`src/rtl/hex_score_msg_pkg.sv`:
```
// Shared constants for the paddle-game score/message display: letter codes,
// game states and the scrolling attract-mode message.
package hex_score_msg_pkg;

    localparam int unsigned CODE_W  = 4;
    localparam int unsigned MSG_LEN = 12;

    localparam logic [CODE_W-1:0] C_P  = 4'd0;
    localparam logic [CODE_W-1:0] C_A  = 4'd1;
    localparam logic [CODE_W-1:0] C_D  = 4'd2;
    localparam logic [CODE_W-1:0] C_L  = 4'd3;
    localparam logic [CODE_W-1:0] C_E  = 4'd4;
    localparam logic [CODE_W-1:0] C_U  = 4'd5;
    localparam logic [CODE_W-1:0] C_R  = 4'd6;
    localparam logic [CODE_W-1:0] C_B  = 4'd7;
    localparam logic [CODE_W-1:0] C_SP = 4'd8;
    localparam logic [CODE_W-1:0] C_V  = 4'd9;

    typedef enum logic [1:0] {
        IDLE = 2'd0,
        PLAY = 2'd1,
        OVER = 2'd2
    } state_t;

    // "PADDLE BALL " as a ring of letter codes
    localparam logic [0:MSG_LEN-1][CODE_W-1:0] MSG_ROM = {
        C_P, C_A, C_D, C_D, C_L, C_E, C_SP, C_B, C_A, C_L, C_L, C_SP
    };

    // Letter at ring position (idx + off) mod 12; idx <= 11, off <= 5
    function automatic logic [CODE_W-1:0] msg_at(input logic [3:0] idx,
                                                 input logic [3:0] off);
        logic [4:0] pos;
        pos = 5'(idx) + 5'(off);
        if (pos >= 5'(MSG_LEN))
            pos = pos - 5'(MSG_LEN);
        return MSG_ROM[pos[3:0]];
    endfunction

endpackage

```
`src/rtl/hex_score_msg_bcd.sv`:
```
// Two-digit BCD score counter that saturates at 99.
module bcd_counter_2d
    import hex_score_msg_pkg::*;
(
    input  logic       clk,
    input  logic       reset,
    input  logic       clear,
    input  logic       inc,
    output logic [3:0] tens,
    output logic [3:0] ones
);

    logic at_max;
    assign at_max = (tens == 4'd9) && (ones == 4'd9);

    always_ff @(posedge clk) begin
        if (reset || clear) begin
            tens <= 4'd0;
            ones <= 4'd0;
        end else if (inc && !at_max) begin
            if (ones == 4'd9) begin
                ones <= 4'd0;
                tens <= tens + 4'd1;
            end else begin
                ones <= ones + 4'd1;
            end
        end
    end

endmodule

```
`src/rtl/hex_score_msg.sv`:
```
// Six-digit display controller: scrolling attract message, live score/lives
// during play, and a DEAD + final score screen at game over.
module hex_score_msg
    import hex_score_msg_pkg::*;
#(
    parameter int INIT_LIVES = 3
) (
    input  logic       clk,
    input  logic       reset,
    input  logic       start,
    input  logic       hit,
    input  logic       miss,
    input  logic       tick,
    output logic [3:0] hex5,
    output logic [3:0] hex4,
    output logic [3:0] hex3,
    output logic [3:0] hex2,
    output logic [3:0] hex1,
    output logic [3:0] hex0,
    output logic [5:0] num_sel,
    output logic       game_over
);

    localparam logic [3:0] LIVES0 = 4'(INIT_LIVES);

    state_t     state, state_d;
    logic [3:0] idx, idx_d;
    logic [3:0] lives, lives_d;
    logic       clear, inc;
    logic [3:0] tens, ones;

    logic [3:0] hex5_d, hex4_d, hex3_d, hex2_d, hex1_l_d, hex0_l_d;
    logic [3:0] hex1_l, hex0_l;
    logic [5:0] num_sel_d;
    logic       game_over_d;

    bcd_counter_2d u_score (
        .clk   (clk),
        .reset (reset),
        .clear (clear),
        .inc   (inc),
        .tens  (tens),
        .ones  (ones)
    );

    // Next-state logic; miss wins over hit, start wins over tick
    always_comb begin
        state_d = state;
        idx_d   = idx;
        lives_d = lives;
        clear   = 1'b0;
        inc     = 1'b0;
        case (state)
            IDLE: begin
                if (start) begin
                    state_d = PLAY;
                    lives_d = LIVES0;
                    clear   = 1'b1;
                end else if (tick) begin
                    idx_d = (idx == 4'(MSG_LEN - 1)) ? 4'd0 : idx + 4'd1;
                end
            end
            PLAY: begin
                if (miss) begin
                    lives_d = lives - 4'd1;
                    if (lives == 4'd1)
                        state_d = OVER;
                end else if (hit) begin
                    inc = 1'b1;
                end
            end
            OVER: begin
                if (start) begin
                    state_d = PLAY;
                    lives_d = LIVES0;
                    clear   = 1'b1;
                end
            end
            default: state_d = IDLE;
        endcase
    end

    // Display decode from the next state so outputs land one cycle after the event
    always_comb begin
        hex5_d      = msg_at(idx_d, 4'd0);
        hex4_d      = msg_at(idx_d, 4'd1);
        hex3_d      = msg_at(idx_d, 4'd2);
        hex2_d      = msg_at(idx_d, 4'd3);
        hex1_l_d    = msg_at(idx_d, 4'd4);
        hex0_l_d    = msg_at(idx_d, 4'd5);
        num_sel_d   = 6'b000000;
        game_over_d = 1'b0;
        case (state_d)
            PLAY: begin
                hex5_d    = C_L;
                hex4_d    = lives_d;
                hex3_d    = C_SP;
                hex2_d    = C_SP;
                num_sel_d = 6'b010011;
            end
            OVER: begin
                hex5_d      = C_D;
                hex4_d      = C_E;
                hex3_d      = C_A;
                hex2_d      = C_D;
                num_sel_d   = 6'b000011;
                game_over_d = 1'b1;
            end
            default: ;
        endcase
    end

    always_ff @(posedge clk) begin
        if (reset) begin
            state     <= IDLE;
            idx       <= 4'd0;
            lives     <= LIVES0;
            hex5      <= C_P;
            hex4      <= C_A;
            hex3      <= C_D;
            hex2      <= C_D;
            hex1_l    <= C_L;
            hex0_l    <= C_E;
            num_sel   <= 6'b000000;
            game_over <= 1'b0;
        end else begin
            state     <= state_d;
            idx       <= idx_d;
            lives     <= lives_d;
            hex5      <= hex5_d;
            hex4      <= hex4_d;
            hex3      <= hex3_d;
            hex2      <= hex2_d;
            hex1_l    <= hex1_l_d;
            hex0_l    <= hex0_l_d;
            num_sel   <= num_sel_d;
            game_over <= game_over_d;
        end
    end

    // Low digits select between the message letters and the counter's score registers
    assign hex1 = num_sel[1] ? tens : hex1_l;
    assign hex0 = num_sel[0] ? ones : hex0_l;

endmodule
```
`config.mk`:
```
export PLATFORM = sky130hd
export DESIGN_NAME = hex_score_msg
export DESIGN_NICKNAME = d
export VERILOG_FILES = /design/src/rtl/hex_score_msg_pkg.sv /design/src/rtl/hex_score_msg_bcd.sv /design/src/rtl/hex_score_msg.sv
export SDC_FILE = /design/constraint.sdc
export NUM_CORES = 1
export LEC_CHECK = 0
export ABC_AREA = 0
export CAP_MARGIN = 10
export CORE_AREA = 5 5 79 81
export CTS_CLUSTER_SIZE = 8
export DETAILED_ROUTE_END_ITERATION = 10
export DIE_AREA = 0 0 84 86
export PLACE_DENSITY = 0.83
export SYNTH_ARGS = -nofsm -noshare
export SYNTH_HDL_FRONTEND = slang
export SYNTH_SLANG_ARGS = --single-unit
```
`constraint.sdc`:
```
create_clock -name clk -period 11.2 [get_ports clk]
set_input_delay 2.24 -clock clk [delete_from_list [all_inputs] [get_ports clk]]
set_output_delay 2.24 -clock clk [all_outputs]
set_load 0.02 [all_outputs]
```
# --- Yosys cells after proc, flatten, opt, wreduce, memory -nomap -nowiden ---
# Memories as Yosys holds them, arrays and structs flattened. A register that Yosys moved wholly into a read port is not among the register bits.
# Index checks and enable logic that the tools add are counted.
classes:
  bitwise_logic: 6
  order_cmp: 10
  n_addsub: 15
  muxes: 39
  reduce_logical: 7
  n_eq_ne: 8
op_table:
  columns: ["cell", "count"]
  rows:
  - ["two-way mux 4 bit", 23]
  - ["case mux 4 bit (2 select lines)", 5]
  - ["inverter 4 -> 5 bit", 6]
  - [">= comparator 5 x 4 -> 1 bit, second input constant", 5]
  - ["subtractor 4 bit, second input constant", 6]
  - [">= comparator 5 bit, second input constant", 4]
  - ["adder 4 x 1 -> 4 bit, second input constant", 3]
  - ["equality test 4 bit, second input constant", 3]
  - ["adder 4 x 2 -> 5 bit, second input constant", 2]
  - ["adder 4 x 3 -> 5 bit, second input constant", 2]
  - ["case mux 5 bit (2 select lines)", 1]
  - ["two-way mux 1 bit", 6]
  - ["two-way mux 2 bit", 3]
  - ["adder 4 x 1 -> 5 bit, second input constant", 1]
  - ["equality test 2 x 1 -> 1 bit, second input constant", 2]
  - ["equality test 2 bit, second input constant", 2]
  - ["equality test 4 x 1 -> 1 bit, second input constant", 1]
  - [">= comparator 4 bit, second input constant", 1]
  - ["case mux 2 bit (2 select lines)", 1]
  - ["subtractor 4 x 1 -> 4 bit, second input constant", 1]
  - ["logical AND 1 bit", 2]
  - ["zero test 2 bit", 1]
  - ["AND reduction 2 bit", 1]
  - ["OR reduction 2 bit", 1]
  - ["other kinds (2)", 2]
word_totals:
  memories: 6
  romBits: 384
  regBits: 41
  output_inout_bits: 31
  input_bits: 6
mem_list:
  columns: ["name", "words", "word_bits", "rd", "rd_clocked_by_memory_dff", "wr", "line", "source"]
  rows:
  - ["(name not given)", 16, 4, 1, 1, 0, "hex_score_msg_pkg.sv:37", "return MSG_ROM[pos[3:0]];"]
  - ["(name not given)", 16, 4, 1, 1, 0, "hex_score_msg_pkg.sv:37", null]
  - ["(name not given)", 16, 4, 1, 0, 0, "hex_score_msg_pkg.sv:37", null]
  - ["(name not given)", 16, 4, 1, 0, 0, "hex_score_msg_pkg.sv:37", null]
  - ["(name not given)", 16, 4, 1, 0, 0, "hex_score_msg_pkg.sv:37", null]
  - ["(name not given)", 16, 4, 1, 0, 0, "hex_score_msg_pkg.sv:37", null]

# --- Longest topological paths before layout ---
# Gate-level depths: netlist of run 1.
depth:
  ltp_word: 13
  ltp_mapped: 20
  ltp_nobuf: 18

# --- Cells and area by module ---
# From an unflattened synthesis of run 1, not the netlist that was laid out.
unflattened:
  hier_cells: 361
  area_unflattened_um2: 3070.4
modules_own_cells:
  columns: ["module", "instances", "cells_each", "area_per_inst_um2"]
  rows:
  - ["hex_score_msg", 1, 314, 2665.1]
  - ["bcd_counter_2d", 1, 47, 405.4]

# --- Worst setup path after synthesis of run 1 ---
# Ideal clock, no wire load.
synth_path:
  path_type: "in2reg"
  from: "input port start"
  to: "register hex0_l[0]"
  slack_ns: 5.283
  t_arrival_ns: 5.784
  cell_stages: 15
  setup_ns: 0.133
  path_buffers: 1
  cell_sequence: "nor4b_4 mux2i_1 inv_1 ha_1 buf_1 nand2_1 a21oi_1 a211oi_4 inv_2 ha_1 a221o_1 a211o_1 and3_1 o21ai_0 a31oi_1"
synth_via:
  elab_chain_len: 6
  elab_cells_between_ends: 7
  classes_between: "add/sub (2); order compare (1); mux (3); bitwise (1)"
synth_lines:
  columns: ["element", "line", "source"]
  rows:
  - ["start: declaration", "hex_score_msg.sv:10", "input logic start,"]
  - ["two-way mux 4 bit *", "hex_score_msg.sv:55", "if (start) begin"]
  - ["two-way mux 4 bit *", "hex_score_msg.sv:53", "case (state)"]
  - ["net idx_d[1]", "hex_score_msg.sv:27", "logic [3:0] idx, idx_d;"]
  - ["adder 4 x 3 -> 5 bit *", "hex_score_msg_pkg.sv:34", "pos = 5'(idx) + 5'(off);"]
  - ["subtractor 4 bit or >= comparator 5 x 4 -> 1 bit (tied branches)", "hex_score_msg_pkg.sv:36, hex_score_msg_pkg.sv:35", null]
  - ["two-way mux 4 bit *", "hex_score_msg_pkg.sv:35", "if (pos >= 5'(MSG_LEN))"]
  - ["inverter 4 -> 5 bit (not written as such) *", "hex_score_msg_pkg.sv:37", null]
  - ["end: declaration", "hex_score_msg.sv:33", "logic [3:0] hex1_l, hex0_l;"]
# The timed path passes the listed nets; every way through them passes the cells marked *.
# A chain may end at the register's enable or synchronous reset.

# --- Worst setup path after layout of run 1 ---
layout_path:
  from: "input port start"
  to: "register hex0_l[1]"
# Same word-level chain as after synthesis.

==> results of run 1 <==
==> power by group <==
part	internal, mW	switching, mW
clock	0.0443	0.0603
combinational	0.0360	0.0517
sequential	0.168	0.00485
==> sequential cells by signal, summed over array words and instances, names as in the netlist <==
name / cells
state: 2
game_over: 1
hex4: 4
lives: 4
u_score.tens: 4
hex3: 4
num_sel: 2
idx: 4
u_score.ones: 4
hex0_l: 4
hex5: 4
hex2: 4
hex1_l: 4
==> routing by layer <==
layer	vias up	part of all wire (%)
li1	1432	-
met1	1397	43
met2	140	48
met3	23	6.2
met4	0	2.6
met5	-	0
==> worst max-delay path by stage <==
stage | cells after the start | slack [ns] | from | end
after floorplan | 15 | 5.28 | start | hex0_l[0]$_SDFF_PP0_
after global placement | 15 | 4.54 | start | hex0_l[0]$_SDFF_PP0_
after detailed placement | 15 | 4.46 | start | hex0_l[1]$_SDFF_PP0_
after CTS | 15 | 4.77 | start | hex0_l[1]$_SDFF_PP0_
after global routing | 16 | 4.41 | start | hex0_l[0]$_SDFF_PP0_
final | 15 | 4.66 | start | hex0_l[1]$_SDFF_PP0_
==> kinds of logic after synthesis <==
family                   count (synthesis)
multiplexers                            11
AND/OR/NAND/NOR                        129
adder cells (fa/ha/maj)                 26
buffers and inverters                   44
XOR/XNOR                                 8
AO/OA/AOI/OAI                          119
other                                    1
flip-flops                              45
==> cell usage in the layout, fill, tap and decap left out, drive strengths merged, types with 9 or more instances in the layout <==
cell           synthesis  routed
dfxtp                 45      45
clkdlybuf4s50          0      33
o21ai                 24      24
nand3                  9       9
nand2                 24      24
inv                   21      22
nor2                  38      38
nor2b                 11      11
ha                    26      26
mux2                   9       9
a31oi                  9       9
a21oi                 26      26
==> final cells by class <==
| type | count | area, um2 |
|---|---|---|
| clock buffers | 5 | 68.82 |
| flip-flops and latches | 45 | 900.9 |
| multi-input cells | 296 | 2082 |
| inverters | 22 | 87.58 |
| clock inverters | 3 | 21.27 |
| well taps | 72 | 90.09 |
| fillers | 479 | 1809 |
| repair buffers | 35 | 345.3 |
==> worst max-delay path: cells and delay by family <==
kind / cells / cell delay [ns]
mux: 1 / 0.15
buf+inv: 4 / 1.22
fa+ha+maj: 2 / 0.68
compound gates: 6 / 1.61
simple gates: 2 / 0.80
==> stage by stage <==
stage	total power, mW	hold WS [ns]	worst slack [ns]
finish	0.3648	0.5497	4.662
global route	0.3819	0.5606	4.413
CTS	0.3661	0.5376	4.768
detailed placement	0.2626	0.5270	4.461
global placement	0.2615	0.4869	4.536
floorplan	0.2332	0.4681	5.283
==> impl_metrics.csv, run 1 <==
group,metric,value,unit
setup_path,cp_slowest_cell,"nor4b_4",
hold_path,worstHoldStart,"u_score.ones[3]$_SDFFE_PP0P_",
timing,max_freq,0.1529,GHz
global_routing,grt_pass1_vias,2779,
synth,synth-simple-area-share,22.17,%
die,initial_core_util,58.80,%
setup_path,reg2reg_depth,16,
cts,worstSkewPairLatency,0.31,ns
synth,netlist_top_cells_area,"dfxtp_1 28%, ha_1 10%, nor2_1 4.5%",
hold_path,hold_depth,2,
place,dp_hpwl,6088,um
global_routing,use_met3,3.746,%
detailed_routing,vias,2992,
synth,async_flop_share,0,%
cts,cts_sinks,45,
timing,setup_viol,0,
synth,syn_inst,383,
die,ios,37,
synth,synth_edf_count,0,
die,die_y,86,um
global_routing,grt.busiest_layer,"met2",
finish,fin_area,3596,um2
setup_path,r2r-end,"hex2[0]$_SDFF_PP0_",
setup_path,crit_fanout,11,
timing,rsz0062_at_grt,"false",
hold_path,holdPathEnd,"u_score.ones[3]$_SDFFE_PP0P_",
cts,cts_resized,0,
synth,synthMuxAreaShare,3.819,%
timing,period_needed,6.538,ns
finish,instances_no_fill,478,
global_routing,met1_usage,28.80,%
setup_path,path_cells,"clkdlybuf4s50_1 -> nor4b_4 -> mux2i_1 -> buf_4 -> inv_1 -> ha_1 -> a31oi_1 -> a211oi_4 -> inv_2 -> ha_1 -> a221o_1 -> a211o_1 -> and3_1 -> o21ai_0 -> a31oi_1",
die,dieArea,7224,um2
timing,fin_worst_skew,0.007527,ns
pwr,powerDensity,101.5,nW/um2
finish,insertedDiodeCount,0,
timing,fin_setup_tns,0,ns
cts,cts_buffers,5,
synth,synth_top_family_by_area,"compound AO/OA/AOI/OAI gates",
cts,hold_buffers,0,
setup_path,cp_data_required_time,11.38,ns
cts,root_buffer,"clkbuf_8",
synth,ys_seq_area_share,28.35,%
synth,ys_ff_latch,45,
cts,cts_max_level,2,
finish,syn_to_final_growth,13.15,%
setup_path,cp-start-kind,"input pin",
detailed_routing,routed_via_density,6.259,
finish,fin_util,66.53,%
synth,avgSynthCellArea,8.298,um2
cts,cts_tree,"done",
place,place_congestion,0.9652,
setup_path,reg2reg_slack,6.73,ns
synth,synth.distinct_cells,75,
cts,cts_setup_buffers,0,
global_routing,grt_max_degree,33,
setup_path,crit_path_end_kind,"flop",
cts,clk_pin_slew,0.08,ns
die,die_w,84,um
synth,synthAdderAreaFrac,10.24,%
detailed_routing,drtPass1Iterations,5,
detailed_routing,first_iter_violations,320,
detailed_routing,drc_errors,0,
synth,synth.most_common_cell,"dfxtp_1",
setup_path,critical_path_class,"in2reg",
die,core,5405,um2
global_routing,track_usage,22.84,%
finish,nNetsFinal,437,
cts,clk_path_buf_depth,2,
place,placedCellCount,470,
finish,layout-drive-gt1-share,10.10,%
place,portBuffers,33,
detailed_routing,antenna_left,0,
synth,synth_top_area_share,28.35,%
setup_path,r2r-start,"idx[0]$_SDFF_PP0_",
detailed_routing,wirelength,8181,um
synth,ys_top_cells_by_count,"45 x dfxtp_1, 38 x nor2_1, 26 x a21oi_1, 26 x ha_1, 23 x o21ai_0",
synth,syn_area,3178,um2
setup_path,critPathMaxStageDelay,0.63,ns
hold_path,min_path_type,"reg2reg",
synth,synth.largest_area_cell,"dfxtp_1",
place,place_area,3506,um2
setup_path,critical_path_arrival,6.72,ns
flow_run,drv_cap,0,
pwr,leakage,1.395,nW
timing,drv_slew,0,
outcome,run_status,"complete, no violations",
detailed_routing,post_drt_wl_per_cell,17.12,um
timing,final-hold-violation-count,0,
global_routing,met2_usage,38.68,%
global_routing,antenna_found_initial,0,
global_routing,grt_overflow_total,0,
global_routing,grt_pass1_wl,13460,um
timing,slew_headroom,61.00,%
die,num_rows,27,
pwr,ir_drop,0.04944,mV
timing,tightest_slew,0.5789,ns
synth,yosys.area_share.xor_xnor,2.795,%
synth,synth_warnings,0,
synth,synth-compound-area-share,26.14,%
timing,min_period_over_period,58.38,%
synth,synth-main-ff-cell,"dfxtp_1",
Power figures use the tool's default switching activity.
==> inputs of run 2 (changes only) <==
--- a/config.mk
+++ b/config.mk
@@ -7,11 +7,11 @@
 export LEC_CHECK = 0
 export ABC_AREA = 0
 export CAP_MARGIN = 10
-export CORE_AREA = 5 5 79 81
+export CORE_AREA = 5 5 85 87
 export CTS_CLUSTER_SIZE = 8
 export DETAILED_ROUTE_END_ITERATION = 10
-export DIE_AREA = 0 0 84 86
-export PLACE_DENSITY = 0.83
+export DIE_AREA = 0 0 90 92
+export PLACE_DENSITY = 0.76
 export SYNTH_ARGS = -nofsm -noshare
 export SYNTH_HDL_FRONTEND = slang
 export SYNTH_SLANG_ARGS = --single-unit
==> constraint.sdc (replaced) <==
create_clock -name clk -period 5.6 [get_ports clk]
set_input_delay 1.12 -clock clk [delete_from_list [all_inputs] [get_ports clk]]
set_output_delay 1.12 -clock clk [all_outputs]
set_load 0.02 [all_outputs]
==> impl_metrics.csv, run 2 (synthesized netlist as in run 1, its figures left out) <==
group,metric,value,unit
timing,period_needed,5.075,ns
setup_path,cp_data_required_time,5.79,ns
detailed_routing,drc_errors,0,
cts,worstSkewPairLatency,0.30,ns
cts,cts_buffers,5,
finish,insertedDiodeCount,0,
finish,multi_input_area,2082,um2
detailed_routing,wirelength,7936,um
place,portBuffers,33,
setup_path,critical_path_arrival,5.27,ns
global_routing,grt_overflow_total,0,
cts,root_buffer,"clkbuf_8",
cts,cts_resized,0,
timing,min_period_over_period,90.63,%
pwr,p_sw,0.2270,mW
cts,cts_setup_buffers,0,
timing,drv_slew,0,
pwr,internal-power,0.5898,mW
cts,clk_path_buf_depth,2,
finish,layout_common_cells,"45 x dfxtp_1, 38 x nor2_1, 33 x clkdlybuf4s50_1",
finish,instances_no_fill,490,
place,place_area,3565,um2
global_routing,grt.busiest_layer,"met2",
pwr,powerDensity,220.6,nW/um2
die,die_w,90,um
cts,cts_max_level,2,
place,placedCellCount,482,
global_routing,met1_usage,25.21,%
cts,cts_tree,"done",
die,dieArea,8280,um2
flow_run,drv_cap,0,
pwr,finalPower,0.8169,mW
pwr,clockPowerShare,36.1,%
die,num_rows,29,
finish,nFillCells,568,
detailed_routing,drtPass1Iterations,5,
timing,fin_setup_tns,0,ns
hold_path,worstHoldStart,"u_score.ones[3]$_SDFFE_PP0P_",
die,ios,37,
pwr,comb_power_share,21.6,%
finish,seq_area,900.9,um2
hold_path,min_path_type,"reg2reg",
global_routing,track_usage,18.82,%
die,die_y,92,um
timing,max_freq,0.1970,GHz
setup_path,crit_path_end_kind,"flop",
setup_path,cp_top_family,"compound AO/OA/AOI/OAI gates",
global_routing,grt_pass1_vias,2683,
die,core,6277,um2
finish,syn_to_final_growth,16.50,%
pwr,leakage,1.453,nW
pwr,power_frac_seq,42.3,%
timing,setup_viol,0,
setup_path,path_cells,"clkdlybuf4s50_1 -> or4b_4 -> a211o_1 -> nand2_1 -> inv_1 -> ha_1 -> o21ai_0 -> and2_1 -> inv_1 -> ha_1 -> a21oi_1 -> a31oi_1 -> o21bai_1 -> o311a_1 -> o32ai_1",
setup_path,r2r-start,"idx[0]$_SDFF_PP0_",
timing,rsz0062_at_grt,"false",
detailed_routing,post_drt_wl_per_cell,16.20,um
finish,layout_commonest_cell,"dfxtp_1",
global_routing,grt_max_degree,33,
detailed_routing,first_iter_violations,236,
place,dp_hpwl,6047,um
timing,final-hold-violation-count,0,
place,place_congestion,0.8972,
setup_path,reg2reg_slack,1.36,ns
timing,hold_slack,0.5160,ns
cts,hold_buffers,0,
timing,tightest_slew,0.5477,ns
timing,fin_worst_skew,0.005169,ns
setup_path,critical_path.startpoint,"start",
detailed_routing,vias,2932,
timing,slew_headroom,63.10,%
die,initial_core_util,50.63,%
finish,fin_util,58.98,%
global_routing,antenna_found_initial,0,
detailed_routing,routed_via_density,5.984,
detailed_routing,antenna_left,0,
finish,fin_area,3702,um2
pwr,ir_drop,0.1303,mV
finish,nNetsFinal,444,
place,dpl_worst_slack,0.2564,ns
global_routing,met2_usage,30.00,%
timing,finalWorstSetupSlack,0.5249,ns
setup_path,cp.buffers_inverters,3,
outcome,run_status,"complete, no violations",
setup_path,critPathMaxStageDelay,0.68,ns
cts,clk_pin_slew,0.09,ns
cts,cts_sinks,45,
setup_path,critical_path_class,"in2reg",
global_routing,grt_pass1_wl,13050,um
setup_path,crit_fanout,12,
pwr,swShare,27.79,%
setup_path,cp_slowest_cell,"or4b_4",
finish,layout-drive-gt1-share,11.62,%
global_routing,use_met3,3.437,%
setup_path,cp-start-kind,"input pin",
## run 2: cell count changes in the layout (fill, tap and decap cells not counted), sizes merged
cell,previous run,this run
buf,2,9
bufinv,0,2
clkinv,2,1
clkinvlp,1,0
## run 2: worst paths after layout
path	cells after the start	to
setup / recovery	15	hex2[3]$_SDFF_PP0_
hold / removal	2	u_score.ones[3]$_SDFFE_PP0P_
setup reg to reg	16	hex2[3]$_SDFF_PP0_
hold reg to reg	2	u_score.ones[3]$_SDFFE_PP0P_
## run 2: layout make-up
class | count | share of cell area, %
flip-flops and latches | 45 | 24.33
multi-input cells | 296 | 56.24
repair buffers | 42 | 10.75
clock buffers | 5 | 1.859
clock inverters | 3 | 1.859
well taps | 77 | 2.602
inverters | 22 | 2.366
## run 2: metal layers
layer / part of all wire [%] / vias up / routed length, um
li1: - / 1444 / -
met1: 45 / 1363 / 3551
met2: 47 / 107 / 3703
met3: 6.4 / 18 / 508
met4: 2.2 / 0 / 173
met5: 0 / - / 0
## run 2: worst reg2reg max path, stage by stage (launching register included)
cell and delay (ns):
dfxtp_1 0.55, ha_1 0.38, nor2b_1 0.24, a211o_1 0.20, nand2_1 0.18, inv_1 0.29
ha_1 0.36, inv_1 0.12, nand3_1 0.10, and2_1 0.18, inv_1 0.13, ha_1 0.25
a21oi_1 0.34, a31oi_1 0.13, o21bai_1 0.20, o311a_1 0.16, o32ai_1 0.31
## run 2: power by group through the flow
| stage | clock network [mW] | logic [mW] | registers, mW |
|---|---|---|---|
| floorplan | 0 | 0.107 | 0.359 |
| global placement | 0 | 0.173 | 0.353 |
| detailed placement | 0 | 0.174 | 0.353 |
| CTS | 0.299 | 0.175 | 0.346 |
| global route | 0.311 | 0.191 | 0.348 |
| finish | 0.295 | 0.177 | 0.345 |
==> inputs of run 3 (changes only) <==
--- a/config.mk
+++ b/config.mk
@@ -11,7 +11,9 @@
 export CTS_CLUSTER_SIZE = 8
 export DETAILED_ROUTE_END_ITERATION = 10
 export DIE_AREA = 0 0 90 92
-export PLACE_DENSITY = 0.76
+export GPL_ROUTABILITY_DRIVEN = 0
+export PLACE_DENSITY = 0.81
+export SETUP_SLACK_MARGIN = 0.02
 export SYNTH_ARGS = -nofsm -noshare
 export SYNTH_HDL_FRONTEND = slang
 export SYNTH_SLANG_ARGS = --single-unit
==> impl_metrics.csv, run 3 (synthesized netlist as in run 1, its figures left out) <==
group,metric,value,unit
outcome,run_status,"complete, no violations",
die,core,6277,um2
detailed_routing,vias,3041,
die,num_rows,29,
cts,cts_buffers,5,
setup_path,crit_fanout,12,
hold_path,holdPathEnd,"u_score.ones[3]$_SDFFE_PP0P_",
finish,syn_to_final_growth,15.71,%
finish,fin_util,58.58,%
cts,cts_max_level,2,
timing,final-hold-violation-count,0,
pwr,powerDensity,213.1,nW/um2
timing,period_needed,5.065,ns
detailed_routing,wirelength,8217,um
detailed_routing,drtPass1Iterations,5,
cts,clk_path_buf_depth,2,
timing,fin_setup_tns,0,ns
setup_path,cp-start-kind,"input pin",
die,initial_core_util,50.63,%
setup_path,r2r-start,"state[0]$_SDFF_PP0_",
finish,layout_commonest_cell,"dfxtp_1",
finish,layout-drive-gt1-share,11.41,%
cts,cts_sinks,45,
timing,rsz0062_at_grt,"false",
setup_path,critical_path_class,"in2reg",
setup_path,r2r-end,"hex4[0]$_SDFF_PP1_",
hold_path,min_path_type,"reg2reg",
place,place_area,3557,um2
cts,hold_buffers,0,
timing,slew_headroom,61.97,%
timing,drv_slew,0,
global_routing,grt_pass1_wl,13700,um
global_routing,antenna_found_initial,0,
detailed_routing,drc_errors,0,
global_routing,grt_overflow_total,0,
hold_path,hold_depth,2,
finish,nNetsFinal,443,
place,dp_hpwl,6082,um
die,ios,37,
timing,hold_slack,0.5069,ns
setup_path,reg2reg_depth,14,
cts,cts_resized,0,
timing,min_period_over_period,90.45,%
setup_path,cp_data_required_time,5.81,ns
flow_run,drv_cap,0,
timing,fin_worst_skew,0.009703,ns
timing,setup_viol,0,
detailed_routing,antenna_left,0,
cts,cts_setup_buffers,0,
detailed_routing,routed_via_density,6.219,
detailed_routing,first_iter_violations,276,
global_routing,grt_pass1_vias,2788,
hold_path,worstHoldStart,"u_score.ones[3]$_SDFFE_PP0P_",
cts,clk_pin_slew,0.09,ns
global_routing,grt_max_degree,23,
cts,cts_tree,"done",
cts,root_buffer,"clkbuf_8",
global_routing,track_usage,19.82,%
place,portBuffers,33,
timing,max_freq,0.1974,GHz
die,die_w,90,um
die,die_y,92,um
timing,tightest_slew,0.5645,ns
pwr,leakage,1.437,nW
finish,insertedDiodeCount,0,
finish,fin_area,3677,um2
setup_path,crit_path_end_kind,"flop",
detailed_routing,post_drt_wl_per_cell,16.80,um
finish,layout_common_cells,"45 x dfxtp_1, 38 x nor2_1, 33 x clkdlybuf4s50_1",
setup_path,critical_path_arrival,5.27,ns
pwr,ir_drop,0.1198,mV
setup_path,reg2reg_slack,1.45,ns
die,dieArea,8280,um2
cts,worstSkewPairLatency,0.30,ns
[run 3: changes by cell type in the layout (fill, tap and decap cells not counted)]
| cell | before | now |
|---|---|---|
| buf_4 | 9 | 8 |
| bufinv_16 | 2 | 1 |
| clkbuf_8 | 5 | 6 |
| clkinvlp_4 | 0 | 1 |
| inv_6 | 2 | 1 |
[run 3: through the flow]
stage | setup WS [ns] | total power, mW | cells
2_1_floorplan | 0.8032 | 0.4664 | 385
3_3_place_gp | 0.4491 | 0.5274 | 481
3_5_place_dp | 0.2643 | 0.5306 | 481
4_1_cts | 0.5919 | 0.7852 | 489
5_1_grt | 0.2198 | 0.8194 | 489
6_report | 0.5350 | 0.7838 | 489
[run 3: cell type report]
type,count,area (um2)
Clock buffer,6,82.58
Clock inverter,2,37.54
Fill cell,573,2600
Inverter,22,87.58
Multi-Input combinational cell,296,2082
Sequential cell,45,900.9
Tap cell,77,96.34
Timing Repair Buffer,41,390.4
[run 3: power breakdown]
| group | switching, mW | internal, mW |
|---|---|---|
| clock network | 0.111 | 0.145 |
| registers | 0.0101 | 0.335 |
| logic | 0.107 | 0.0753 |
[run 3: routing by layer]
metal	routed length, um	global-route usage [%]	vias to the layer above
met4	225	9.057	0
met5	0	0	-
met1	3460	25.22	1422
met2	3914	32.93	152
met3	617	3.191	26
li1	-	-	1441
[run 3: worst max path at each step]
| stage | from | end | slack (ns) | depth (start not counted) |
|---|---|---|---|---|
| 2_1_floorplan | start | hex0_l[0]$_SDFF_PP0_ | 0.80 | 15 |
| 3_3_place_gp | start | hex0_l[1]$_SDFF_PP0_ | 0.45 | 14 |
| 3_5_place_dp | start | hex4[0]$_SDFF_PP1_ | 0.26 | 15 |
| 4_1_cts | start | hex4[0]$_SDFF_PP1_ | 0.59 | 15 |
| 5_1_grt | start | hex3[0]$_SDFF_PP0_ | 0.22 | 14 |
| 6_report | start | hex4[0]$_SDFF_PP1_ | 0.53 | 15 |
[run 3: critical path, stage by stage]
cell	delay, ns
clkdlybuf4s50_1	0.49
or4b_4	0.69
a211o_1	0.35
nand2_1	0.20
ha_1	0.39
inv_1	0.10
nor3_1	0.33
a211oi_4	0.09
buf_4	0.18
ha_1	0.19
a22o_1	0.21
o21bai_1	0.25
o21a_1	0.20
and2_1	0.16
o41ai_1	0.32
